--- src/rtl/mem_arb_pkg.sv ---
// Shared constants and state type for mem_port_arbiter and its picker.
// Round-robin arbitration is selected by the ARB_ROUND_ROBIN_EN macro.
package mem_arb_pkg;

  typedef enum logic [1:0] {
    ST_IDLE  = 2'd0,
    ST_ISSUE = 2'd1,
    ST_WAIT  = 2'd2,
    ST_RESP  = 2'd3
  } arb_state_e;

  localparam logic OWN_IF = 1'b0;
  localparam logic OWN_D  = 1'b1;

  localparam int unsigned MAX_LATENCY = 4;
  localparam int unsigned CNT_W       = 3;

endpackage

--- src/rtl/arb_pick2.sv ---
// Combinational 2-way picker between fetch and data requesters.
// ARB_ROUND_ROBIN_EN: ties go to the side not served last; otherwise data always wins.
module arb_pick2
  import mem_arb_pkg::*;
(
  input  logic [1:0] req,
  input  logic       last_owner,
  output logic       winner
);

`ifdef ARB_ROUND_ROBIN_EN
  always_comb begin
    winner = req[OWN_D] ? OWN_D : OWN_IF;
    if (req[OWN_D] && req[OWN_IF]) begin
      winner = ~last_owner;
    end
  end
`else
  logic unused_last_owner;
  assign unused_last_owner = last_owner;

  always_comb begin
    winner = req[OWN_D] ? OWN_D : OWN_IF;
  end
`endif

endmodule

--- src/rtl/mem_port_arbiter.sv ---
// Arbitrates one single-port memory between instruction fetch and load/store.
// Build option ARB_ROUND_ROBIN_EN switches the tie-break from fixed data priority to round-robin.
module mem_port_arbiter
  import mem_arb_pkg::*;
#(
  parameter int unsigned ADDR_W      = 32,
  parameter int unsigned DATA_W      = 32,
  parameter int unsigned MEM_AW      = 13,
  parameter int unsigned MEM_LATENCY = 1
) (
  input  logic              clk,
  input  logic              rst_n,
  input  logic              if_req,
  input  logic [ADDR_W-1:0] if_addr,
  output logic              if_ack,
  output logic [DATA_W-1:0] if_rdata,
  input  logic              d_req,
  input  logic              d_we,
  input  logic [ADDR_W-1:0] d_addr,
  input  logic [DATA_W-1:0] d_wdata,
  output logic              d_ack,
  output logic [DATA_W-1:0] d_rdata,
  output logic              mem_en,
  output logic              mem_we,
  output logic [MEM_AW-1:0] mem_addr,
  output logic [DATA_W-1:0] mem_wdata,
  input  logic [DATA_W-1:0] mem_rdata,
  output logic              cpu_stall
);

  if (MEM_LATENCY < 1 || MEM_LATENCY > MAX_LATENCY) begin : g_bad_latency
    $error("mem_port_arbiter: MEM_LATENCY out of range 1..4");
  end

  arb_state_e        state_q, state_d;
  logic [CNT_W-1:0]  cnt_q, cnt_d;
  logic              owner_q, owner_d;
  logic              winner;
  logic              last_owner;

  logic              mem_en_d, mem_we_d;
  logic [MEM_AW-1:0] mem_addr_d;
  logic [DATA_W-1:0] mem_wdata_d;
  logic              if_ack_d, d_ack_d;
  logic [DATA_W-1:0] if_rdata_d, d_rdata_d;

  // Byte offset and bits above the memory's word range play no part in addressing.
  logic unused_addr_bits;
  assign unused_addr_bits = ^{if_addr[ADDR_W-1:MEM_AW+2], if_addr[1:0],
                              d_addr[ADDR_W-1:MEM_AW+2], d_addr[1:0]};

  arb_pick2 u_pick (
    .req        ({d_req, if_req}),
    .last_owner (last_owner),
    .winner     (winner)
  );

`ifdef ARB_ROUND_ROBIN_EN
  logic last_q;

  always_ff @(posedge clk) begin
    if (!rst_n) begin
      last_q <= OWN_IF;
    end else if (state_q == ST_ISSUE) begin
      last_q <= owner_q;
    end
  end

  assign last_owner = last_q;
`else
  assign last_owner = OWN_IF;
`endif

  assign cpu_stall = (if_req & ~if_ack) | (d_req & ~d_ack);

  // Every output except cpu_stall is the registered copy of its *_d value.
  always_comb begin
    state_d     = state_q;
    cnt_d       = cnt_q;
    owner_d     = owner_q;
    mem_en_d    = 1'b0;
    mem_we_d    = 1'b0;
    mem_addr_d  = mem_addr;
    mem_wdata_d = mem_wdata;
    if_ack_d    = 1'b0;
    d_ack_d     = 1'b0;
    if_rdata_d  = if_rdata;
    d_rdata_d   = d_rdata;

    case (state_q)
      ST_IDLE: begin
        if (if_req || d_req) begin
          owner_d  = winner;
          mem_en_d = 1'b1;
          if (winner == OWN_D) begin
            mem_addr_d  = d_addr[MEM_AW+1:2];
            mem_wdata_d = d_wdata;
            mem_we_d    = d_we;
          end else begin
            mem_addr_d  = if_addr[MEM_AW+1:2];
          end
          state_d = ST_ISSUE;
        end
      end
      ST_ISSUE: begin
        if (mem_we) begin
          if (owner_q == OWN_D) d_ack_d = 1'b1;
          else                  if_ack_d = 1'b1;
          state_d = ST_RESP;
        end else begin
          cnt_d   = CNT_W'(MEM_LATENCY);
          state_d = ST_WAIT;
        end
      end
      ST_WAIT: begin
        cnt_d = cnt_q - 1'b1;
        if (cnt_q == CNT_W'(1)) begin
          if (owner_q == OWN_D) begin
            d_rdata_d = mem_rdata;
            d_ack_d   = 1'b1;
          end else begin
            if_rdata_d = mem_rdata;
            if_ack_d   = 1'b1;
          end
          state_d = ST_RESP;
        end
      end
      ST_RESP: begin
        state_d = ST_IDLE;
      end
      default: begin
        state_d = ST_IDLE;
      end
    endcase
  end

  always_ff @(posedge clk) begin
    if (!rst_n) begin
      state_q   <= ST_IDLE;
      cnt_q     <= '0;
      owner_q   <= OWN_IF;
      mem_en    <= 1'b0;
      mem_we    <= 1'b0;
      mem_addr  <= '0;
      mem_wdata <= '0;
      if_ack    <= 1'b0;
      d_ack     <= 1'b0;
      if_rdata  <= '0;
      d_rdata   <= '0;
    end else begin
      state_q   <= state_d;
      cnt_q     <= cnt_d;
      owner_q   <= owner_d;
      mem_en    <= mem_en_d;
      mem_we    <= mem_we_d;
      mem_addr  <= mem_addr_d;
      mem_wdata <= mem_wdata_d;
      if_ack    <= if_ack_d;
      d_ack     <= d_ack_d;
      if_rdata  <= if_rdata_d;
      d_rdata   <= d_rdata_d;
    end
  end

endmodule

--- config.mk ---
export PLATFORM = sky130hd
export DESIGN_NAME = mem_port_arbiter
export DESIGN_NICKNAME = d
export VERILOG_FILES = /design/src/rtl/mem_arb_pkg.sv /design/src/rtl/arb_pick2.sv /design/src/rtl/mem_port_arbiter.sv
export SDC_FILE = /design/constraint.sdc
export NUM_CORES = 1
export LEC_CHECK = 0
export ABC_AREA = 0
export CORE_MARGIN = 2
export CORE_UTILIZATION = 35
export DETAILED_ROUTE_END_ITERATION = 8
export PLACE_DENSITY = 0.71
export SLEW_MARGIN = 25
export SYNTH_ARGS = -nofsm -noshare
export SYNTH_HDL_FRONTEND = slang
export SYNTH_HIERARCHICAL = 1
export SYNTH_SLANG_ARGS = --single-unit
--- constraint.sdc ---
create_clock -name clk -period 2.1 [get_ports clk]
set_input_delay 0.42 -clock clk [delete_from_list [all_inputs] [get_ports clk]]
set_output_delay 0.42 -clock clk [all_outputs]
set_load 0.01 [all_outputs]
* Yosys cells after proc, flatten, opt, wreduce, memory -nomap -nowiden
Cells that the tools add are included.
** Operators by class
- Mux-type cells :: 17
- Magnitude comparators :: 0
- Add/sub/neg operators :: 1
- Reductions and logical operators :: 11
- Multipliers :: 0
- Shifts and indexed selects :: 0
- Bitwise operators :: 6
- Div/mod/pow operators :: 0
- Equal/unequal tests :: 7
** Operator list (count)
- 13-bit 2-to-1 mux :: 1
- 1-bit 2-to-1 mux :: 9
- 3-bit AND reduction :: 3
- 2-bit case mux with 4 select lines :: 1
- 2-bit AND reduction :: 4
- 2-bit inequality test, second input constant :: 3
- 3-bit case mux with 2 select lines :: 1
- 2-bit == test, second input constant :: 2
- 2-bit 2-to-1 mux :: 2
- 1-bit case mux with 2 select lines :: 2
- 4-bit AND reduction :: 1
- 3-bit by 1-bit == test with 1-bit output, second input constant :: 1
- 3-bit 2-to-1 mux :: 1
- 1-bit NOT :: 3
- 3-bit by 1-bit subtractor with 3-bit output, second input constant :: 1
- 1-bit AND :: 2
- 2-bit by 1-bit == test with 1-bit output, second input constant :: 1
- 2-bit logical NOT :: 1
- 2-bit nonzero test :: 1
- 1-bit logical OR :: 1
- 1-bit OR :: 1
** Word-level totals
- Bits in latches :: 0
- Register bits after elaboration :: 119
- Bits in read-only memories :: 0
- Memories :: 0
- RAM bits :: 0

* Logic depth before layout (Yosys ltp)
Gate-level depths: netlist (run 1).
- Depth in word-level cells :: 3
- Depth in mapped cells :: 7
- Gate-level depth less buffers :: 5

* Cells and area by module
The synthesis (run 1) kept the hierarchy.
** By module, submodules not included
- mem_port_arbiter :: instances 1, cells an instance 511, area an instance 4591.9 µm²
- arb_pick2 :: instances 1, cells an instance 1, area an instance 7.5 µm²

* Worst setup path before layout (run 1)
OpenSTA, ideal clock, no wires.
- Path type :: flip-flop to flip-flop
- From :: register state_q[0]
- To :: register state_q[0]
- Cell stages (with the launch flop) :: 6
- Period minus slack after synthesis :: 1.420 ns
- Path buffers :: 0
- Data arrival time :: 1.302 ns
- Data required time :: 1.982 ns
- Path slack :: 0.680 ns
- Cells stage by stage :: dfxtp_1 > inv_1 > ha_1 > or3b_1 > o21a_1 > o2111a_1
** Between the ends
- Longest elaborated chain between the ends :: 3
** Ends and longest elaborated chain
- start, declared :: RTL line mem_port_arbiter.sv:35 : arb_state_e state_q, state_d;
- start signal, assigned :: RTL line mem_port_arbiter.sv:151 : state_q <= state_d;
- 2-bit == test or 2-bit logical NOT (tied branches) :: RTL line mem_port_arbiter.sv:90 : case (state_q)
- 2-bit inequality test (no line)
- 2-bit AND reduction (no line)
Parallel ways exist; a longest one is shown, timed or not.
A chain may end at the register's enable or synchronous reset.

* Worst setup path in the final report (run 1)
- From :: register state_q[0]
- To :: register d_rdata[16]
** Between the ends
- Longest elaborated chain between the ends :: 2
** Ends and longest elaborated chain
- 2-bit == test :: RTL line mem_port_arbiter.sv:90
- 3-bit AND reduction (no line)
- end signal, assigned :: RTL line mem_port_arbiter.sv:161 : d_rdata <= d_rdata_d;
- end, declared :: RTL line mem_port_arbiter.sv:22 : output logic [DATA_W-1:0] d_rdata,
Every way passes these cells.

==> results of run 1 <==
[report_power, final]
group	switching, W	total, W	internal, W
Combinational	0.000798	0.00172	0.000920
Sequential	0.000172	0.00273	0.00256
Clock	0.000960	0.00271	0.00175
Total	0.00193	0.00716	0.00523
[flip-flops by register name, indices dropped and copies added (netlist names)]
name,flops
d_rdata,32
if_rdata,32
mem_wdata,32
mem_addr,13
cnt_q,3
state_q,2
d_ack,1
if_ack,1
mem_en,1
mem_we,1
owner_q,1
[how the worst max path moves through the flow]
stage	end	slack, ns	cells after the start
final	d_rdata[16]	0.32	6
after global routing	d_rdata[16]	0.19	6
after CTS	cpu_stall	0.01	4
after detailed placement	cpu_stall	0.02	4
after global placement	cpu_stall	0.02	4
after floorplan	state_q[0]	0.68	5
[metrics by stage]
step | instance area (sq um) | utilization (%) | instances
after global placement | 6750 | 53.1 | 856
final | 7310 | 57.5 | 887
after floorplan | 4600 | - | 511
after CTS | 7310 | 57.4 | 887
after detailed placement | 6750 | 53.1 | 856
after global routing | 7310 | 57.5 | 887
[worst reg2reg max path: cells and delay by family (launching register included)]
kind                       cells  cell delay [ns]
and+or+nand+nor                2             0.44
buffers and inverters          2             0.42
adders and majority gates      1             0.41
DFF                            1             0.33
AOI/OAI and AO/OA              1             0.06
[layout make-up]
type	count	area [sq um]	area share, %
tap	172	215	2.94
inverter	7	26.3	0.359
multi-input combinational	339	1890	25.9
sequential	119	2380	32.6
clock inverter	10	105	1.44
timing repair buffer	219	2240	30.6
clock buffer	21	450	6.16
[metal layers]
| layer | wire (um) | up-vias |
|---|---|---|
| met4 | 229 | 0 |
| met3 | 908 | 19 |
| li1 | - | 2158 |
| met2 | 5970 | 147 |
| met1 | 5050 | 1971 |
| met5 | 0 | - |
[layout by cell type, fill, tap and decap left out, drive strengths merged, types with 2 or more instances in the layout]
cell type      count
nor2               2
clkinv             6
dfxtp            119
nand3             97
bufinv             2
buf               12
clkinvlp           2
o21ai             97
mux2i             15
clkbuf            21
or3                2
and2               2
inv                7
nand2             82
o21a               3
clkdlybuf4s50    206
nor2b              5
ha                 7
o211a             15
o22ai              2
==> run metrics, run 1 <==
GP Congestion=0.739; die width=119 um; maximum clock path buffer count=2; Setup Fix Bufs, Post-CTS=0; worst hold slack=0.448 ns; Fin. Hold Viols=0; Clock Pin Slew Worst Setup and Hold Paths=0.05 ns; via/cell ratio=4.84; WP buf/inv=2; CP max stage delay=0.41 ns; Netlist Area Pre-Place=0.00460 sq mm; mean routed wirelength per cell=13.7 um; CP Capture Type=flop; FF-to-FF End=d_rdata[16]; Nets=843; crit path from=state_q[0]; CTS Buf Count=17; Max-Cap Viols=0; Initial DRC Count=194; critical setup path kind=flop to flop; Layout area overhead=59.1%; n_diodes=0; R2R Setup Slk=0.32 ns; routing usage on met1=18.9%; largest net degree at the start of global routing=66; clock latency on the worst-skew pair=0.41 ns; grt peak-use layer=met2; Final Cycle Share=84.9%; CP cell instances=inv_1, ha_1, nand4b_4, buf_12, nand3_1, o21ai_1; GR Overflow Total=0; DRC Markers=0; Core Box Area=0.0127 sq mm; H-tree depth=4; IO buf count=208; Min-Delay Path Class=flop to flop; Die Ht=119 um; Overall Global Routing Usage=17.1%; first-pass GRT wire length=19400 um; slew at the pin closest to its max-slew limit=0.397 ns; antenna violations before repair=0; Pwr Density=979 mW/mm^2; Setup TNS=0 ns; root buffer cell=clkbuf_16; num rows=41; # hold bufs at CTS=0; hold depth=2; drt total wl=12200 um; Total Power=0.00716 W; fin worst setup slack=0.317 ns; Synth warnings=6; Final HPWL DP=8660 um; fin crit period=1.78 ns; post-cts sizing count=0; RSZ-0062 raised after global routing=no; Pre-Repair DR Iteration Count=4; crit-path max FO=48; Mapped Nets=651; Worst EP arrival=2.07 ns; clk_skew=0.00341 ns; Mapped Cells=511; Placement Setup Slack=0.0217 ns; r2r worst-path depth=6; Worst path slowest cell=ha_1; outcome=completed; Hold Path Origin=mem_wdata[31]; Setup-failing EPs final=0; Clock Sinks=119; worst relative slew slack=73.6%; fillers=1165; die area=0.0141 sq mm; CTS tree=yes; Vias=4295; RR Startpoint=state_q[0]; maximum vdd drop=0.000556 V; fmax=561 MHz; Starting Density=36.1%; syn_area_per_cell=8.99 sq um; hold endpoint=mem_wdata[31]; number of global-route vias before repair=4006; ANT nets after route=0; crit-path leading delay family=buffers and inverters; met3 usage in global routing=6.71%; Leak=2.82 nW; CP Data Required Time=2.39 ns; Max Slew Vio Count=0; Startpoint Class=flop; met2 usage=29.4%; IO Pins=247; share of cells above drive strength 1=6.57%
Note: power is estimated with default switching activity, not from simulation.
==> inputs of run 2 (changes only) <==
Clock period 2.1 ns to 1.8 ns, I/O delays scaled along.
==> run metrics, run 2 (synthesized netlist as in run 1, its figures left out) <==
Setup-failing EPs final=0; Initial DRC Count=248; number of global-route vias before repair=3941; Vias=4218; root buffer cell=clkbuf_16; most common cell after layout, fill and taps aside=clkdlybuf4s50_1; fin crit period=1.71 ns; Startpoint Class=flop; Placement Setup Slack=-0.146 ns; Pre-Repair DR Iteration Count=5; WP buf/inv=1; hold depth=3; CTS Buf Count=17; CP Data Required Time=1.44 ns; crit path from=mem_we; Starting Density=36.1%; maximum clock path buffer count=2; slew at the pin closest to its max-slew limit=0.358 ns; Min-Delay Path Class=primary input to flop; first-pass GRT wire length=19200 um; Core Box Area=0.0127 sq mm; Nets=843; CP cell instances=clkdlybuf4s50_1; Overall Global Routing Usage=16.9%; CTS tree=yes; hold endpoint=mem_wdata[27]; maximum vdd drop=0.000551 V; Pwr Density=1130 mW/mm^2; Clock Sinks=119; FF-to-FF End=d_rdata[16]; die area=0.0141 sq mm; clk_skew=0.00833 ns; largest net degree at the start of global routing=66; mean routed wirelength per cell=13.5 um; CP Capture Type=output port; outcome=completed; drt total wl=11900 um; clock latency on the worst-skew pair=0.41 ns; critical setup path kind=flop to output port; Fin. Hold Viols=0; worst relative slew slack=76.1%; num rows=41; r2r worst-path depth=6; R2R Setup Slk=0.23 ns; crit-path leading delay family=buffers and inverters; Max Slew Vio Count=0; via/cell ratio=4.76; CP max stage delay=0.56 ns; fin worst setup slack=0.0944 ns; share of cells above drive strength 1=6.85%; n_diodes=0; Worst path slowest cell=clkdlybuf4s50_1; fmax=586 MHz; Leak=2.82 nW; Layout area overhead=59.1%; IO buf count=208; RR Startpoint=state_q[0]; IO Pins=247; fin util=57.5%; Die Ht=119 um; Setup Fix Bufs, Post-CTS=0; GR Overflow Total=0; Hold Path Origin=rst_n; Final Cycle Share=94.8%; most frequent cells in the layout=clkdlybuf4s50_1 (206), dfxtp_1 (119), nand3_1 (97); crit-path max FO=4; Setup TNS=0 ns; GP Congestion=0.726; ANT nets after route=0; Worst EP arrival=1.35 ns; Clock Pin Slew Worst Setup and Hold Paths=0.05 ns; Top Registers=d_rdata x32, if_rdata x32, mem_wdata x32; RSZ-0062 raised after global routing=no; Final HPWL DP=8560 um; die width=119 um; Max-Cap Viols=0; DRC Markers=0; H-tree depth=4; antenna violations before repair=0
[run 2: how the worst max path moves through the flow]
stage,end,slack [ns],cells past startpoint
after CTS,mem_we,0.08,1
after floorplan,state_q[0],0.38,5
final,mem_we,0.09,1
after detailed placement,cpu_stall,-0.15,4
after global routing,mem_we,0.04,1
after global placement,cpu_stall,-0.15,4
[run 2: cell type report]
class	count	area, sq um
Fill cell	1140	5410
Sequential cell	119	2380
Timing Repair Buffer	219	2240
Multi-Input combinational cell	339	1890
Clock buffer	22	484
Tap cell	172	215
Clock inverter	9	75.1
Inverter	7	26.3
[run 2: metrics by stage]
stage | cells | hold slack [ns] | power (W) | cell area, sq um
final | 887 | 0.309 | 0.00830 | 7310
after CTS | 887 | 0.294 | 0.00840 | 7310
after global placement | 856 | 0.444 | 0.00516 | 6750
after detailed placement | 856 | 0.448 | 0.00523 | 6750
after floorplan | 511 | 0.448 | 0.00423 | 4600
after global routing | 887 | 0.319 | 0.00875 | 7310
[run 2: power by group]
| group | internal [W] | switching, W | leakage [nW] |
|---|---|---|---|
| sequential | 0.00298 | 0.000197 | 0.967 |
| combinational | 0.00107 | 0.000917 | 1.57 |
| clock | 0.00202 | 0.00111 | 0.277 |
[run 2: per-layer routing]
layer / track usage [%] / wire length (um)
met5: 0 / 0
met4: 6.40 / 192
met3: 6.52 / 900
met2: 29.3 / 5860
met1: 18.6 / 4980
[run 2: what timing repair did]
action / CTS / global route
resized for setup: 1 / 0
setup endpoints to repair: 1 / 0
hold buffers: 0 / 0
==> inputs of run 3 (changes only) <==
Settings changed: CTS_BUF_LIST set to sky130_fd_sc_hd__clkbuf_2, PLACE_DENSITY 0.71 to 0.72, SYNTH_HIERARCHICAL 1 to unset.
==> run metrics, run 3 <==
Hold Path Origin=rst_n; Synth Flop Type=dfxtp_1; largest net degree at the start of global routing=92; Setup TNS=0 ns; Die Ht=117 um; # hold bufs at CTS=0; WP buf/inv=1; Final HPWL DP=8460 um; Mapped Nets=648; hold endpoint=mem_wdata[17]; clock latency on the worst-skew pair=0.66 ns; top post-synthesis cells by area=dfxtp_1 (53%), nand2_1 (9.6%), nand3_1 (7.3%), o21ai_0 (7.3%), a21boi_0 (5.0%); most common cell after layout, fill and taps aside=nand2_1; Netlist Area Pre-Place=0.00449 sq mm; fin crit period=1.68 ns; Setup Fix Bufs, Post-CTS=0; number of global-route vias before repair=3818; die width=117 um; r2r worst-path depth=5; Mapped Cells=508; crit-path leading delay family=flip-flops; Yosys top cell area share=53.1%; cell area after placement=0.00675 sq mm; via/cell ratio=4.70; antenna violations before repair=0; RR Startpoint=state_q[0]; Synth cell types=30; ANT nets after route=0; Nets=844; crit path from=if_ack; fmax=594 MHz; Layout area overhead=53.8%; Clock Sinks=119; Clock Pin Slew Worst Setup and Hold Paths=0.16 ns; DRC Markers=0; Min-Delay Path Class=primary input to flop; Pwr Density=1010 mW/mm^2; R2R Setup Slk=0.21 ns; CP Capture Type=output port; drt total wl=11700 um; Overall Global Routing Usage=16.9%; most frequent cells in the layout=nand2_1 (115), dfxtp_1 (93), clkdlybuf4s50_1 (93); FF-to-FF End=state_q[0]; hold depth=3; Max-Cap Viols=0; Max Slew Vio Count=0; IO buf count=208; Vias=4176; Fin. Hold Viols=0; Initial DRC Count=266; maximum vdd drop=0.000485 V; fin util=54.9%; sequential-to-total area share from yosys stat=53.1%; CP Data Required Time=1.44 ns; ys async rst share=0%; maximum clock path buffer count=2; outcome=completed; first-pass GRT wire length=18000 um; Final Cycle Share=93.5%; share of cells above drive strength 1=11.4%; post-cts sizing count=130; syn_area_per_cell=8.83 sq um; Worst path slowest cell=dfxtp_2; Synth warnings=0; mean routed wirelength per cell=13.2 um; Top Registers=d_rdata x32, if_rdata x32, mem_wdata x32; most frequent cell after synthesis=dfxtp_1; CTS Buf Count=17; Pre-Repair DR Iteration Count=4; die area=0.0137 sq mm; final std cell area, no fill=0.00690 sq mm; top cell type by total area after synthesis=dfxtp_1; CP max stage delay=0.39 ns; clk_skew=0.0157 ns; Post-synth EDFFs=0; crit-path max FO=2; CTS tree=yes; slew at the pin closest to its max-slew limit=0.528 ns; num rows=41; worst hold slack=0.203 ns; n_diodes=0; CP cell instances=dlygate4sd2_1; root buffer cell=clkbuf_2; Starting Density=35.7%; Setup-failing EPs final=0; critical setup path kind=flop to output port; Post-synth top cells=dfxtp_1 (119), nand2_1 (115), nand3_1 (65), o21ai_0 (65), a21boi_0 (30); Core Box Area=0.0126 sq mm; H-tree depth=4; Startpoint Class=flop; Leak=3.09 nW; GR Overflow Total=0; WP depth=1; IO Pins=247; RSZ-0062 raised after global routing=yes; Worst EP arrival=1.32 ns; GP Congestion=0.777; worst relative slew slack=64.8%; number of synthesized register bits=119
## run 3: power by group
group          switching [W]  total, W  internal, W
Clock               0.000937   0.00184     0.000905
Sequential          0.000210   0.00321      0.00301
Combinational       0.000973   0.00192     0.000944
## run 3: per-stage QoR
stage,total power [W],setup slack (ns),instances
finish,0.00697,0.117,889
global route,0.00742,-0.0445,889
global placement,0.00533,-0.171,857
CTS,0.00706,0.00530,889
floorplan,0.00426,0.366,508
detailed placement,0.00541,-0.167,857
## run 3: per-layer routing
| metal | vias up | wire length (um) | track usage, % | part of all wire [%] |
|---|---|---|---|---|
| met4 | 0 | 160 | 6.20 | 1.4 |
| met2 | 141 | 5700 | 27.9 | 49 |
| met1 | 1894 | 4840 | 19.1 | 41 |
| met3 | 15 | 1020 | 7.78 | 8.7 |
| met5 | - | 0 | 0 | 0 |
| li1 | 2126 | - | - | - |
## run 3: area by class of cell
type	count	area, sq um
Sequential cell	119	2410
Clock buffer	20	100
Tap cell	172	215
Timing Repair Buffer	219	2080
Inverter	7	26.3
Multi-Input combinational cell	340	1900
Fill cell	1158	5670
Clock inverter	12	158
## run 3: cells by family (layout without fill, tap and decap cells)
family / count (synthesis) / count (layout) / share of synthesized area (%)
compound gates: 120 / 120 / 17.2
simple gates: 198 / 198 / 19.6
mux: 15 / 15 / 3.35
buf+inv: 49 / 258 / 4.71
fa+ha+maj: 7 / 7 / 1.95
flops: 119 / 119 / 53.1
## run 3: how the worst max path moves through the flow
stage / endpoint / slack [ns]
after floorplan: state_q[0] / 0.37
after detailed placement: cpu_stall / -0.17
final: if_ack / 0.12
after CTS: cpu_stall / 0.005
after global routing: cpu_stall / -0.04
after global placement: cpu_stall / -0.17
## run 3: worst register-to-register path: stages (launching register included)
cell and delay [ns]:
dfxtp_1 0.37, inv_1 0.14, ha_1 0.22, or3b_1 0.39
o21a_1 0.15, o2111a_1 0.23
